==> config.mk <==
export PLATFORM = sky130hd
export DESIGN_NAME = perlane_descrambler_n
export DESIGN_NICKNAME = d
export VERILOG_FILES = /design/src/rtl/perlane_descrambler_n.sv
export SDC_FILE = /design/constraint.sdc
export NUM_CORES = 1
export LEC_CHECK = 0
export ABC_AREA = 1
export CELL_PAD_IN_SITES_DETAIL_PLACEMENT = 1
export CELL_PAD_IN_SITES_GLOBAL_PLACEMENT = 1
export CORE_ASPECT_RATIO = 1.2
export CORE_MARGIN = 2
export CORE_UTILIZATION = 39
export DETAILED_ROUTE_END_ITERATION = 10
export MAX_ROUTING_LAYER = met4
export PLACE_DENSITY = 0.86
export SETUP_SLACK_MARGIN = 0.4
export SLEW_MARGIN = 30
export SYNTH_ARGS = -nofsm -noshare
export SYNTH_HDL_FRONTEND = slang
export SYNTH_SLANG_ARGS = --single-unit
==> constraint.sdc <==
create_clock -name clk -period 3.15 [get_ports clk]
set_input_delay 0.63 -clock clk [delete_from_list [all_inputs] [get_ports clk]]
set_output_delay 0.63 -clock clk [all_outputs]
set_load 0.01 [all_outputs]
==> src/rtl/perlane_descrambler_n.sv <==
// perlane_descrambler_n: LANES independent 64-bit self-synchronising
// descramblers (1 + x^39 + x^58) sharing one valid/error/primed path.
// Optional feature: define PERLANE_DESCR_BYPASS_EN to add in_bypass, which
// passes in_txdata through unmodified and drops the not-primed error term.
module perlane_descrambler_n #(
    parameter int unsigned LANES = 4,
    parameter int unsigned CNT_W = 16
) (
    input  logic                  clk,
    input  logic                  reset_n,
    input  logic                  in_enable,
    input  logic [64*LANES-1:0]   in_txdata,
    input  logic                  in_txdata_valid,
    input  logic                  in_txdata_error,
`ifdef PERLANE_DESCR_BYPASS_EN
    input  logic                  in_bypass,
`endif
    input  logic                  in_idle,
    output logic [64*LANES-1:0]   out_txdata,
    output logic                  out_txdata_valid,
    output logic                  out_txdata_error,
    output logic                  out_primed,
    output logic [CNT_W-1:0]      out_err_cnt,
    output logic                  out_idle
);

    localparam int unsigned WORD_W = 64;
    localparam int unsigned HIST_W = 58;
    localparam int unsigned TAP_A  = 39;
    localparam int unsigned DATA_W = WORD_W * LANES;
    localparam int unsigned EXT_W  = WORD_W + HIST_W;

    // Shared control state
    logic               primed_q, primed_d;
    logic               last_err_q, last_err_d;
    logic               valid_q, valid_d;
    logic               err_q, err_d;
    logic [CNT_W-1:0]   cnt_q, cnt_d;
    logic [DATA_W-1:0]  data_q, data_d;

    // Per-lane history and combinational descrambled word
    logic [LANES-1:0][HIST_W-1:0] hist_q, hist_d;
    logic [DATA_W-1:0]            descr_c;

    logic accept_c;
    logic bypass_c;

    assign accept_c = in_enable & in_txdata_valid;

`ifdef PERLANE_DESCR_BYPASS_EN
    assign bypass_c = in_bypass;
`else
    assign bypass_c = 1'b0;
`endif

    // Idle indication is a plain combinational pass-through
    assign out_idle = in_idle;

    for (genvar k = 0; k < int'(LANES); k++) begin : g_lane
        logic [WORD_W-1:0] word_c;
        logic [EXT_W-1:0]  ext_c;

        assign word_c = in_txdata[k*WORD_W +: WORD_W];

        // Bit i of ext_c is wire index i-58: history below, current word above
        always_comb begin
            ext_c = {word_c, hist_q[k]};
            descr_c[k*WORD_W +: WORD_W] = ext_c[EXT_W-1:HIST_W]
                                        ^ ext_c[WORD_W+HIST_W-TAP_A-1:HIST_W-TAP_A]
                                        ^ ext_c[WORD_W-1:0];
        end

        // History tracks the top 58 bits of the last accepted word
        always_comb begin
            hist_d[k] = hist_q[k];
            if (accept_c) begin
                hist_d[k] = word_c[WORD_W-1:WORD_W-HIST_W];
            end
        end
    end

    // Shared valid/error/primed/counter next-state
    always_comb begin
        primed_d   = primed_q;
        last_err_d = last_err_q;
        valid_d    = 1'b0;
        err_d      = err_q;
        cnt_d      = cnt_q;
        data_d     = data_q;
        if (accept_c) begin
            valid_d    = 1'b1;
            err_d      = in_txdata_error | last_err_q | (~primed_q & ~bypass_c);
            last_err_d = in_txdata_error;
            primed_d   = 1'b1;
            data_d     = bypass_c ? in_txdata : descr_c;
            if (err_d && (cnt_q != {CNT_W{1'b1}})) begin
                cnt_d = cnt_q + CNT_W'(1);
            end
        end
    end

    // State registers with synchronous active-low reset taking priority
    always_ff @(posedge clk) begin
        if (!reset_n) begin
            hist_q     <= '0;
            primed_q   <= 1'b0;
            last_err_q <= 1'b0;
            valid_q    <= 1'b0;
            err_q      <= 1'b0;
            cnt_q      <= '0;
            data_q     <= '0;
        end else begin
            hist_q     <= hist_d;
            primed_q   <= primed_d;
            last_err_q <= last_err_d;
            valid_q    <= valid_d;
            err_q      <= err_d;
            cnt_q      <= cnt_d;
            data_q     <= data_d;
        end
    end

    assign out_txdata       = data_q;
    assign out_txdata_valid = valid_q;
    assign out_txdata_error = err_q;
    assign out_primed       = primed_q;
    assign out_err_cnt      = cnt_q;

endmodule

Word level (Yosys, flattened, before mapping)
Cells that the tools add are included.
{"block": "word_totals", "elab_cells": 27, "inputBits": 262, "out_inout_bits": 276, "reg_bits": 508}
{"block": "op_classes", "eq_ne": 1, "n_addsub": 1, "bitwise": 12, "reduce_logical": 2, "mux": 1}
{"cell": "XOR 64 bit", "n": 8}
{"cell": "adder 16 x 1 -> 16 bit (second input constant)", "n": 1}
{"cell": "!= test 16 bit (second input constant)", "n": 1}
{"cell": "OR 1 bit", "n": 2}
{"cell": "AND reduction 2 bit", "n": 1}
{"cell": "bitwise AND 1 bit", "n": 1}
{"cell": "logical AND 1 bit", "n": 1}
{"cell": "2-to-1 mux 1 bit", "n": 1}
{"cell": "inverter 1 bit", "n": 1}

Logic depth before layout (Yosys ltp)
Gate-level depths: netlist of run 1.
{"block": "depth", "depth_word": 4, "ltp_mapped": 10}

Worst setup path after synthesis of run 1
No wires, ideal clock.
{"block": "synth_path", "kind": "input to register", "from": "input in_enable", "to": "register data_q[10], in the netlist out_txdata[10]", "required_time_ns": 3.035, "t_arrival_ns": 1.444, "setup_time_ns": 0.115, "slack_ns": 1.590, "stages": 6, "path_cell_list": "nand2_2 buf_2 clkbuf_1 nor3_1 o21ai_0 inv_1"}
{"block": "synth_between", "elab_chain_cells": 1}
{"element": "start: declaration", "line": "11", "rtl": "input logic in_enable,"}
{"element": "bitwise AND 1 bit", "line": "48", "rtl": "assign accept_c = in_enable & in_txdata_valid;"}
{"element": "end signal: assignment", "line": "119", "rtl": "data_q <= data_d;"}
{"element": "end: declaration", "line": "39", "rtl": "logic [DATA_W-1:0] data_q, data_d;"}
No other way between the ends.
A chain may end at the register's enable or synchronous reset.

Final worst setup path of run 1
{"block": "layout_path", "from": "register cnt_q[2], in the netlist out_err_cnt[2]", "to": "output out_err_cnt[2]"}
{"element": "start: declaration", "line": "38", "rtl": "logic [CNT_W-1:0] cnt_q, cnt_d;"}
{"element": "start signal: assignment", "line": "118", "rtl": "cnt_q <= cnt_d;"}
{"element": "end: declaration", "line": "23", "rtl": "output logic [CNT_W-1:0] out_err_cnt,"}
No word-level cell between the ends.

==> impl_results.md, run 1 <==
- Routability cong.: around 0.86
- Storage cell area: 10170 sq um
- Combinational power share: 17.0%
- Multi-input logic area: 11330 sq um
- PwrDens: 539.5 nW/um^2
- Reg2reg setup slack: 1280 ps
- Utilization after layout: 52.84%
- Vias/cell: 5.170
- FMAX: 430.9 MHz
- Die width: ~230 um
- Sw frac: 27.48%
- Final WL: 89890 um
- Startpoint types: flip-flop
- CTS tree: done
- Cts hold-fix bufs: 0
- CP max-delay cell: clkdlybuf4s50_1
- First-pass GRT wire length: 137600 um
- Overall power: 0.01706 W
- Final setup vio count: 0
- R2R cell count: 8
- # rows: 98
- H-tree Lvls: 2
- Setup ws final: 829.5 ps
- Synth Instances: 3271
- Starting Density: between 30 and 40%
- Hold endpoint: out_err_cnt[8]
- Tcrit/Tclk final: 73.67%
- Sequential fraction of the synthesis area: 42.95%
- Min Tclk post-route: 2320 ps
- CP Cell Sequence: clkdlybuf4s50_1
- Worst slew pin tran: 820.4 ps
- Antenna violations before repair: 20
- Syn Nets: 3534
- FF-to-FF End: out_err_cnt[9]
- Crit path arrival time: 1690 ps
- Final hold violations: 0
- WL/cell: 19.67 um
- FF-to-FF Start: out_err_cnt[0]
- CTS max path bufs: 3
- Drc violations: 0
- Vias in the first global route: 24340
- Largest net degree at the start of global routing: 159
- WHS: just over 400 ps
- Synth top area cells: dfxtp_1 43%, xnor2_1 11%, nand2_1 9.4%
- Gr usage total: between 20 and 30%
- Clock skew: ~10 ps
- Via count: 23630
- Worst EP required: 2520 ps
- Root Driver: clkbuf_16
- Switching pwr: roughly 0.0047 W
- CTS Buf Count: between 50 and 60
- Grt total ovfl: 0
- Setup bufs post-CTS: 0
- CTS clock-pin slew for the worst setup and hold paths: around 60 ps
- Critical path's largest stage delay: 620 ps
- Cells resized by post-CTS repair: 0
- Post-DRT Antenna Nets: 0
- Area growth, synth to finish: 33.51%
- Critical path fanouts, max: 7
- Hold path startpoint: reset_n
- Max-slew violations: 0
- DP HPWL: roughly 65000 um
- Number of I/O pins: 538
- Yosys warns: 0
- CORE AREA: 59840 sq um
- Layout fillers: 7456
- CTS sink count: 508
- #FFs+latches synth: 508
- Internal Power: 0.01237 W
- Post-synth cell types: 26
- Commonest non-fill, non-tap cells in the layout: 590 x nand2_1, 534 x clkdlybuf4s50_1, 508 x dfxtp_1
- Post-synthesis cell area: 23680 sq um
- Die H: 273.9 um
- Unrepaired setup endpoints after global routing: false
- Leakage: 13.55 nW
- Outcome: finished clean
- CP delay by family, top: buffers and inverters
- Worst path bufs/invs: 1
- Setup crit end kind: output port
- Setup CP Type: reg -> out
- Min-Delay Path Depth: 3
- Fin nets: 3971
- Proportion of layout cells with a drive suffix above 1: 3.787%
- Most common cell after layout, fill and taps aside: nand2_1
- Max_cap viols: 0
- TNS Setup: 0 ps
- Worst skew pair latency: around 600 ps
- PortBufs: 535
- Reg power frac: 42.4%
- Maximum VDD drop: roughly 370 uV
- First-iteration detailed-routing DRC count: 1298
- Full die area: 62710 sq um
- Clock share of power: 40.6%
- Cell taking the most area after synthesis: dfxtp_1
- Drt first pass iters: 5
- Share of the synthesized area in the top cell type: 42.95%
- Avg Cell Area, Syn: about 7.2 sq um
- Worst Hold Class: in -> reg
- Max-slew headroom: 45.31%
- Pre-CTS setup slack: ~500 ps
## worst max-delay path by stage
| stage | start | cells past startpoint | end | slack [ps] |
|---|---|---|---|---|
| floorplan | in_enable | 6 | out_txdata[10] | 1590 |
| global placement | in_txdata_valid | 8 | out_txdata[232] | 550 |
| detailed placement | in_txdata_valid | 8 | out_txdata[234] | 500 |
| CTS | out_err_cnt[7] | 1 | out_err_cnt[7] | 790 |
| global route | out_err_cnt[11] | 1 | out_err_cnt[11] | 790 |
| finish | out_err_cnt[2] | 1 | out_err_cnt[2] | 830 |
## power groups by stage
stage,sequential (W),combinational [W],clock (W)
finish,0.00723,0.00291,0.00692
CTS,0.00723,0.00292,0.00702
global route,0.00727,0.00318,0.00730
global placement,0.00735,0.00278,0
detailed placement,0.00736,0.00287,0
floorplan,0.00734,0.00143,0
## synthesized netlist by cell type (all sizes together)
cell	instances
xnor2	285
buf	96
nor2	366
a21oi	117
xor2	16
inv	361
nand3	229
ha	1
nand4	5
or2	5
nand2	595
nor3	116
o21ai	378
o211ai	100
clkbuf	92
dfxtp	508
nand3b	1
## registers in the layout, summed over array words and instances (netlist names)
signal,flops
out_txdata_error,1
out_err_cnt,16
out_txdata_valid,1
g_lane.ext_c,232
out_primed,1
last_err_q,1
out_txdata,256
## through the flow
step / cell area (sq um) / cells
6_report: 31620 / 4570
5_1_grt: 31610 / 4569
3_3_place_gp: 29660 / 4452
2_1_floorplan: 23680 / 3271
3_5_place_dp: 29660 / 4452
4_1_cts: 31570 / 4550
## per-layer routing
layer	routed length (um)	up-vias	GRT usage, %
li1	-	11340	-
met1	36740	11580	32.49
met2	45380	530	49.12
met3	3769	175	4.441
met4	3997	0	13.62
met5	0	-	-
## layout make-up
class	count	area share [%]
Antenna cell	20	0.1583
Clock buffer	75	5.042
Clock inverter	23	0.9973
Inverter	361	4.310
Multi-Input combinational cell	2214	35.84
Sequential cell	508	32.17
Tap cell	800	3.166
Timing Repair Buffer	569	18.32
## cells by family after synthesis
logic type,share of synthesized area (%)
flops,42.95
compound gates,13.63
xor+xnor,11.13
simple gates,22.98
buf+inv,9.257
fa+ha+maj,0.05283
Note: power is estimated with default switching activity, not from simulation.
==> run 2, diff against run 1 <==
--- a/config.mk
+++ b/config.mk
@@ -10,10 +10,10 @@
 export CELL_PAD_IN_SITES_GLOBAL_PLACEMENT = 1
 export CORE_ASPECT_RATIO = 1.2
 export CORE_MARGIN = 2
-export CORE_UTILIZATION = 39
+export CORE_UTILIZATION = 36
 export DETAILED_ROUTE_END_ITERATION = 10
 export MAX_ROUTING_LAYER = met4
-export PLACE_DENSITY = 0.86
+export PLACE_DENSITY = 0.8
 export SETUP_SLACK_MARGIN = 0.4
 export SLEW_MARGIN = 30
 export SYNTH_ARGS = -nofsm -noshare
==> constraint.sdc (replaced) <==
create_clock -name clk -period 2.3 [get_ports clk]
set_input_delay 0.46 -clock clk [delete_from_list [all_inputs] [get_ports clk]]
set_output_delay 0.46 -clock clk [all_outputs]
set_load 0.01 [all_outputs]
==> impl_results.md, run 2 (synthesis results as in run 1) <==
- Outcome: finished clean
- TNS Setup: 0 ps (unchanged)
- Critical path fanouts, max: 2 (-5)
- Leakage: 15.00 nW (+11%)
- PwrDens: 731.1 nW/um^2 (+36%)
- Overall power: 0.02333 W (+37%)
- Number of I/O pins: 538 (unchanged)
- Crit path arrival time: 1360 ps (-330 ps)
- CP max-delay cell: dlygate4sd2_1
- Pre-CTS setup slack: 62.94 ps (-436.2 ps)
- Setup CP Type: reg -> out
- Tcrit/Tclk final: about four fifths
- Final WL: 89450 um (-0.49%)
- Max-slew violations: 0 (unchanged)
- Sw frac: 27.67% (+0.19 points)
- CP delay by family, top: buffers and inverters
- WL/cell: 19.22 um (-2.3%)
- Switching pwr: 0.006455 W (+38%)
- Min-Delay Path Depth: 3 (unchanged)
- Critical path's largest stage delay: 400 ps (-220 ps)
- PortBufs: 535 (unchanged)
- Area growth, synth to finish: 34.75%
- Drt first pass iters: 5 (unchanged)
- Hold path startpoint: reset_n
- First-iteration detailed-routing DRC count: 949 (-27%)
- Worst slew pin tran: 539.3 ps (-281.0 ps)
- CTS clock-pin slew for the worst setup and hold paths: 60 ps (about the same)
- CTS sink count: 508 (unchanged)
- Max-slew headroom: 63.79% (+18 points)
- Vias/cell: 5.026 (-2.8%)
- FF-to-FF End: out_err_cnt[3]
- WHS: 234.1 ps (-168.7 ps)
- Startpoint types: flip-flop
- Fin nets: 4014 (+1.1%)
- Clock skew: 15.62 ps (+5.674 ps)
- R2R cell count: 9 (+1)
- Combinational power share: 16.6% (-0.4 points)
- First-pass GRT wire length: 136600 um (-0.69%)
- Antenna violations before repair: 17 (-15%)
- Root Driver: clkbuf_16
- Commonest non-fill, non-tap cells in the layout: 590 x nand2_1, 492 x dfxtp_1, 378 x o21ai_0
- Die H: 285.0 um (+4.0%)
- Gr busiest metal: met2
- CTS tree: done
- GR Layer Usage met2: 45.52% (-3.6 points)
- Via count: 23380 (-1.0%)
- Internal Power: 0.01687 W (+36%)
- Die width: 238.1 um (+4.0%)
- Vias in the first global route: 23830 (-2.1%)
- Met3 usage: 5.499% (+1.1 points)
- Final hold violations: 0 (unchanged)
- FF-to-FF Start: out_err_cnt[0]
- Setup ws final: 482.1 ps (-347.4 ps)
- CORE AREA: 65470 sq um (+9.4%)
- Worst EP required: 1840 ps (-680 ps)
- Proportion of layout cells with a drive suffix above 1: 5.216% (+1.4 points)
- Clock share of power: 41.1% (+0.5 points)
- H-tree Lvls: 2 (unchanged)
- Utilization after layout: 48.74% (-4.1 points)
- Grt total ovfl: 0 (unchanged)
- Worst path bufs/invs: 1 (unchanged)
- # rows: 103 (+5.1%)
- Setup crit end kind: output port
- Hold endpoint: out_err_cnt[8]
- Full die area: 67850 sq um (+8.2%)
- Maximum VDD drop: 462.2 uV (+25%)
- Largest net degree at the start of global routing: 105 (-34%)
- Post-DRT Antenna Nets: 0 (unchanged)
- Starting Density: 36.17% (-3.4 points)
- Max_cap viols: 0 (unchanged)
- Cts hold-fix bufs: 0 (unchanged)
- Unrepaired setup endpoints after global routing: false
- Layout fillers: 8235 (+10%)
- Gr usage total: 26.42% (-2.1 points)
- DP HPWL: 66930 um (+2.8%)
- CTS max path bufs: 3 (unchanged)
- Number of flip-flops under the largest register name: 256 (unchanged)
- Met1 GRT Util: 29.96% (-2.5 points)
- CTS Buf Count: 56 (+3.7%)
- FMAX: between 500 and 600 MHz
- Worst skew pair latency: 600 ps (about the same)
- Final setup vio count: 0 (unchanged)
- Worst Hold Class: in -> reg
- Drc violations: 0 (unchanged)
- CP Cell Sequence: dlygate4sd2_1
- Min Tclk post-route: 1818 ps
- Reg2reg setup slack: 660 ps (-620 ps)
- Most common cell after layout, fill and taps aside: nand2_1
- Routability cong.: 0.8808 (+1.8%)
- Reg power frac: 42.3% (about the same)
run 2: cell types whose count changed in the layout (fill, tap and decap cells not counted), moves of 7 or more:
cell             before  now
clkbuf_8             10   17
clkinv_2             15    7
dfxtp_2               0   16
buf_4                20   43
clkdlybuf4s50_1     534  259
dlygate4sd2_1         0  271
buf_12               14   32
dfxtp_1             508  492
run 2: stage by stage:
stage | area (sq um) | std cells
after floorplan | 23680 | 3271
after global placement | 30240 | 4533
after detailed placement | 30240 | 4533
after CTS | 31860 | 4636
after global routing | 31910 | 4653
final | 31910 | 4653
run 2: final cells by class:
cell class / instances / area [sq um] / area share (%)
diodes: 17 / 42.54 / 0.1333
clock buffers: 88 / 1713 / 5.368
clock inverters: 15 / 231.5 / 0.7254
inverters: 361 / 1363 / 4.270
multi-input cells: 2214 / 11330 / 35.51
flip-flops and latches: 508 / 10190 / 31.93
well taps: 840 / 1051 / 3.294
repair buffers: 610 / 5987 / 18.76
run 2: worst max-delay path by stage:
stage                               start               to  slack, ps  cells past startpoint
after global routing      out_txdata[255]  out_txdata[255]        410                      1
after CTS                  out_err_cnt[2]   out_err_cnt[2]        220                      1
final                     out_txdata[237]  out_txdata[237]        480                      1
after global placement    in_txdata_valid  out_txdata[103]        110                      8
after detailed placement        in_enable   out_txdata[98]         60                      8
after floorplan            out_err_cnt[0]   out_err_cnt[0]        820                      9
run 2: timing repair:
| action | 4_1_cts | 5_1_grt |
|---|---|---|
| setup buffers | 0 | 0 |
| resized for setup | 290 | 4 |
| cloned | 0 | 0 |
| setup endpoints to repair | 275 | 4 |
run 2: power groups by stage:
stage	combinational [W]	sequential (W)	clock [W]
2_1_floorplan	0.00196	0.0101	0
5_1_grt	0.00427	0.00994	0.0101
6_report	0.00387	0.00987	0.00959
4_1_cts	0.00390	0.00988	0.00977
3_5_place_dp	0.00405	0.0101	0
3_3_place_gp	0.00397	0.0101	0
run 2: routing by layer:
| metal | up-vias | wire length [um] | share of wire [%] |
|---|---|---|---|
| met1 | 11270 | 36670 | 41 |
| met5 | - | 0 | 0 |
| met2 | 518 | 44630 | 50 |
| met4 | 0 | 3509 | 3.9 |
| met3 | 168 | 4638 | 5.2 |
| li1 | 11430 | - | - |
==> run 3, diff against run 2 <==
==> constraint.sdc (replaced) <==
create_clock -name clk -period 1.8 [get_ports clk]
set_input_delay 0.36 -clock clk [delete_from_list [all_inputs] [get_ports clk]]
set_output_delay 0.36 -clock clk [all_outputs]
set_load 0.01 [all_outputs]
==> impl_results.md, run 3 (synthesis results as in run 1) <==
- Outcome: finished clean
- Vias in the first global route: 24730 (+3.8%)
- Drt first pass iters: 5 (unchanged)
- CTS max path bufs: 3 (unchanged)
- Startpoint types: flip-flop
- Setup ws final: 39.16 ps (-443.0 ps)
- Top sig layer: met4
- Met2 WL post-DR: 48490 um (+8.7%)
- Critical path fanouts, max: 8 (+6)
- Multi-input logic area: 11430 sq um (+0.84%)
- Final setup vio count: 0 (unchanged)
- Antenna violations before repair: 16 (-1)
- Clock skew: 18.91 ps (+3.288 ps)
- Met1 WL: 38640 um (+5.4%)
- Storage cell area: 10610 sq um (+4.1%)
- Routability cong.: 0.8858 (+0.57%)
- Maximum VDD drop: 778.9 uV (+69%)
- Fin nets: 4129 (+2.9%)
- Gr usage total: 27.63% (+1.2 points)
- # rows: 103 (unchanged)
- Utilization after layout: 52.08% (+3.3 points)
- Commonest non-fill, non-tap cells in the layout: 586 x nand2_1, 376 x o21ai_0, 358 x nor2_1
- H-tree Lvls: 2 (unchanged)
- Via count: 24180 (+3.4%)
- Proportion of layout cells with a drive suffix above 1: 22.09% (+17 points)
- PortBufs: 535 (unchanged)
- Pre-CTS setup slack: -275.1 ps (-338.1 ps)
- Crit path arrival time: 2230 ps (+870 ps)
- CTS tree: done
- Max-slew headroom: 68.51% (+4.7 points)
- Unrepaired setup endpoints after global routing: true
- Root Driver: clkbuf_16
- Worst Hold Class: in -> reg
- Worst path bufs/invs: 2 (+1)
- DP HPWL: 69240 um (+3.5%)
- Critical path's largest stage delay: 360 ps (-40 ps)
- Tcrit/Tclk final: 97.82%
- Worst EP required: 2270 ps (+430 ps)
- Die H: 285.0 um (unchanged)
- WL/cell: 20.13 um (+4.7%)
- Layout fillers: 7995 (-2.9%)
- Full die area: 67850 sq um (unchanged)
- Post-DRT Antenna Nets: 0 (unchanged)
- Area growth, synth to finish: 43.98%
- Met3 wire len: 4564 um (-1.6%)
- First-iteration detailed-routing DRC count: 1083 (+14%)
- First-pass GRT wire length: 142600 um (+4.4%)
- FMAX: 567.9 MHz
- Drc violations: 0 (unchanged)
- Leakage: 15.38 nW (+2.5%)
- Die width: 238.1 um (unchanged)
- CORE AREA: 65470 sq um (unchanged)
- Setup CP Type: reg -> reg
- Starting Density: 36.17% (unchanged)
- PwrDens: 894.6 nW/um^2 (+22%)
- CTS clock-pin slew for the worst setup and hold paths: 60 ps (about the same)
- Max_cap viols: 0 (unchanged)
- Largest net degree at the start of global routing: 53 (-50%)
- Most common cell after layout, fill and taps aside: nand2_1
- Min Tclk post-route: 1761 ps
- Worst skew pair latency: 620 ps (+20 ps)
- CP Cell Sequence: buf_12 -> ha_4 -> nand2_2 -> nor2_2 -> nand2_2 -> nor2_2 -> nor2_2 -> buf_6 -> nand2_1 -> a21oi_1
- Max-slew violations: 0 (unchanged)
- Worst slew pin tran: 469.0 ps (-70.34 ps)
- Vias/cell: 5.071 (+0.90%)
- CTS Buf Count: 57 (+1.8%)
- Grt total ovfl: 0 (unchanged)
- Final WL: 96000 um (+7.3%)
- Final hold violations: 0 (unchanged)
- Most Frequent Cell on Critical Path: nor2_2
- Number of I/O pins: 538 (unchanged)
- CTS sink count: 508 (unchanged)
- Number of flip-flops under the largest register name: 256 (unchanged)
- CP max-delay cell: dfxtp_4
- Setup crit end kind: flip-flop
- CP delay by family, top: simple AND/OR/NAND/NOR gates
[run 3: cell count changes in the layout (fill, tap and decap cells not counted), sizes merged, moves of 2 or more]
cell	change
clkdlybuf4s50	-2
clkbuf	+2
bufinv	-3
clkinv	+2
dlygate4sd2	-271
clkdlybuf4s15	-3
inv	+2
buf	+388
[run 3: repair_timing]
| action | CTS | global route |
|---|---|---|
| pin swaps | 0 | 7 |
| cloned | 0 | 1 |
| setup buffers | 20 | 41 |
| gates resized for setup | 1149 | 656 |
| hold buffers | 0 | 0 |
| endpoints found under the setup margin | 298 | 429 |
[run 3: power by group]
part	total, W	internal [W]	switching [W]
logic	0.00558	0.00273	0.00285
registers	0.0128	0.0120	0.000740
clock network	0.0122	0.00716	0.00500
total	0.0305	0.0219	0.00859
[run 3: worst paths after layout]
check                                    startpoint  cells after the start                   to  slack (ps)
worst max-delay path                 out_err_cnt[0]                     10      out_err_cnt[11]          40
worst min-delay path                        reset_n                      3      out_txdata[234]          60
worst max register to register       out_err_cnt[0]                     10      out_err_cnt[11]          40
worst min register to register  g_lane[1].ext_c[18]                      2  g_lane[1].ext_c[18]         470
[run 3: worst reg2reg max path: cells and delay by family (launching register included)]
kind | cells | cell delay (ps)
AOI/OAI and AO/OA | 1 | 320
DFF | 1 | 360
adders and majority gates | 1 | 160
buffers and inverters | 2 | 290
and+or+nand+nor | 6 | 510
[run 3: cell type report]
class / count / share of cell area (%)
multi-input cells: 2215 / 33.52
flip-flops and latches: 508 / 31.12
diodes: 16 / 0.1174
clock buffers: 90 / 5.200
clock inverters: 15 / 0.4734
repair buffers: 723 / 22.48
inverters: 361 / 4.011
well taps: 840 / 3.083
[run 3: stage by stage]
step           setup TNS [ps]  cells  area [sq um]  hold slack (ps)  power (W)
2_1_floorplan               0   3271         23690            429.1    0.01535
3_3_place_gp           -33180   4585         30730            441.2    0.01807
3_5_place_dp           -46970   4585         30730            460.1    0.01820
4_1_cts                     0   4710         32650            20.20    0.03024
5_1_grt                -24.48   4768         34090            32.41    0.03177
6_report                    0   4768         34090            55.74    0.03050
[run 3: layer usage]
| metal | up-vias | global-route usage [%] |
|---|---|---|
| met4 | 0 | 11.45 |
| li1 | 11660 | - |
| met1 | 11720 | 31.21 |
| met3 | 229 | 4.840 |
| met5 | - | - |
| met2 | 568 | 48.02 |
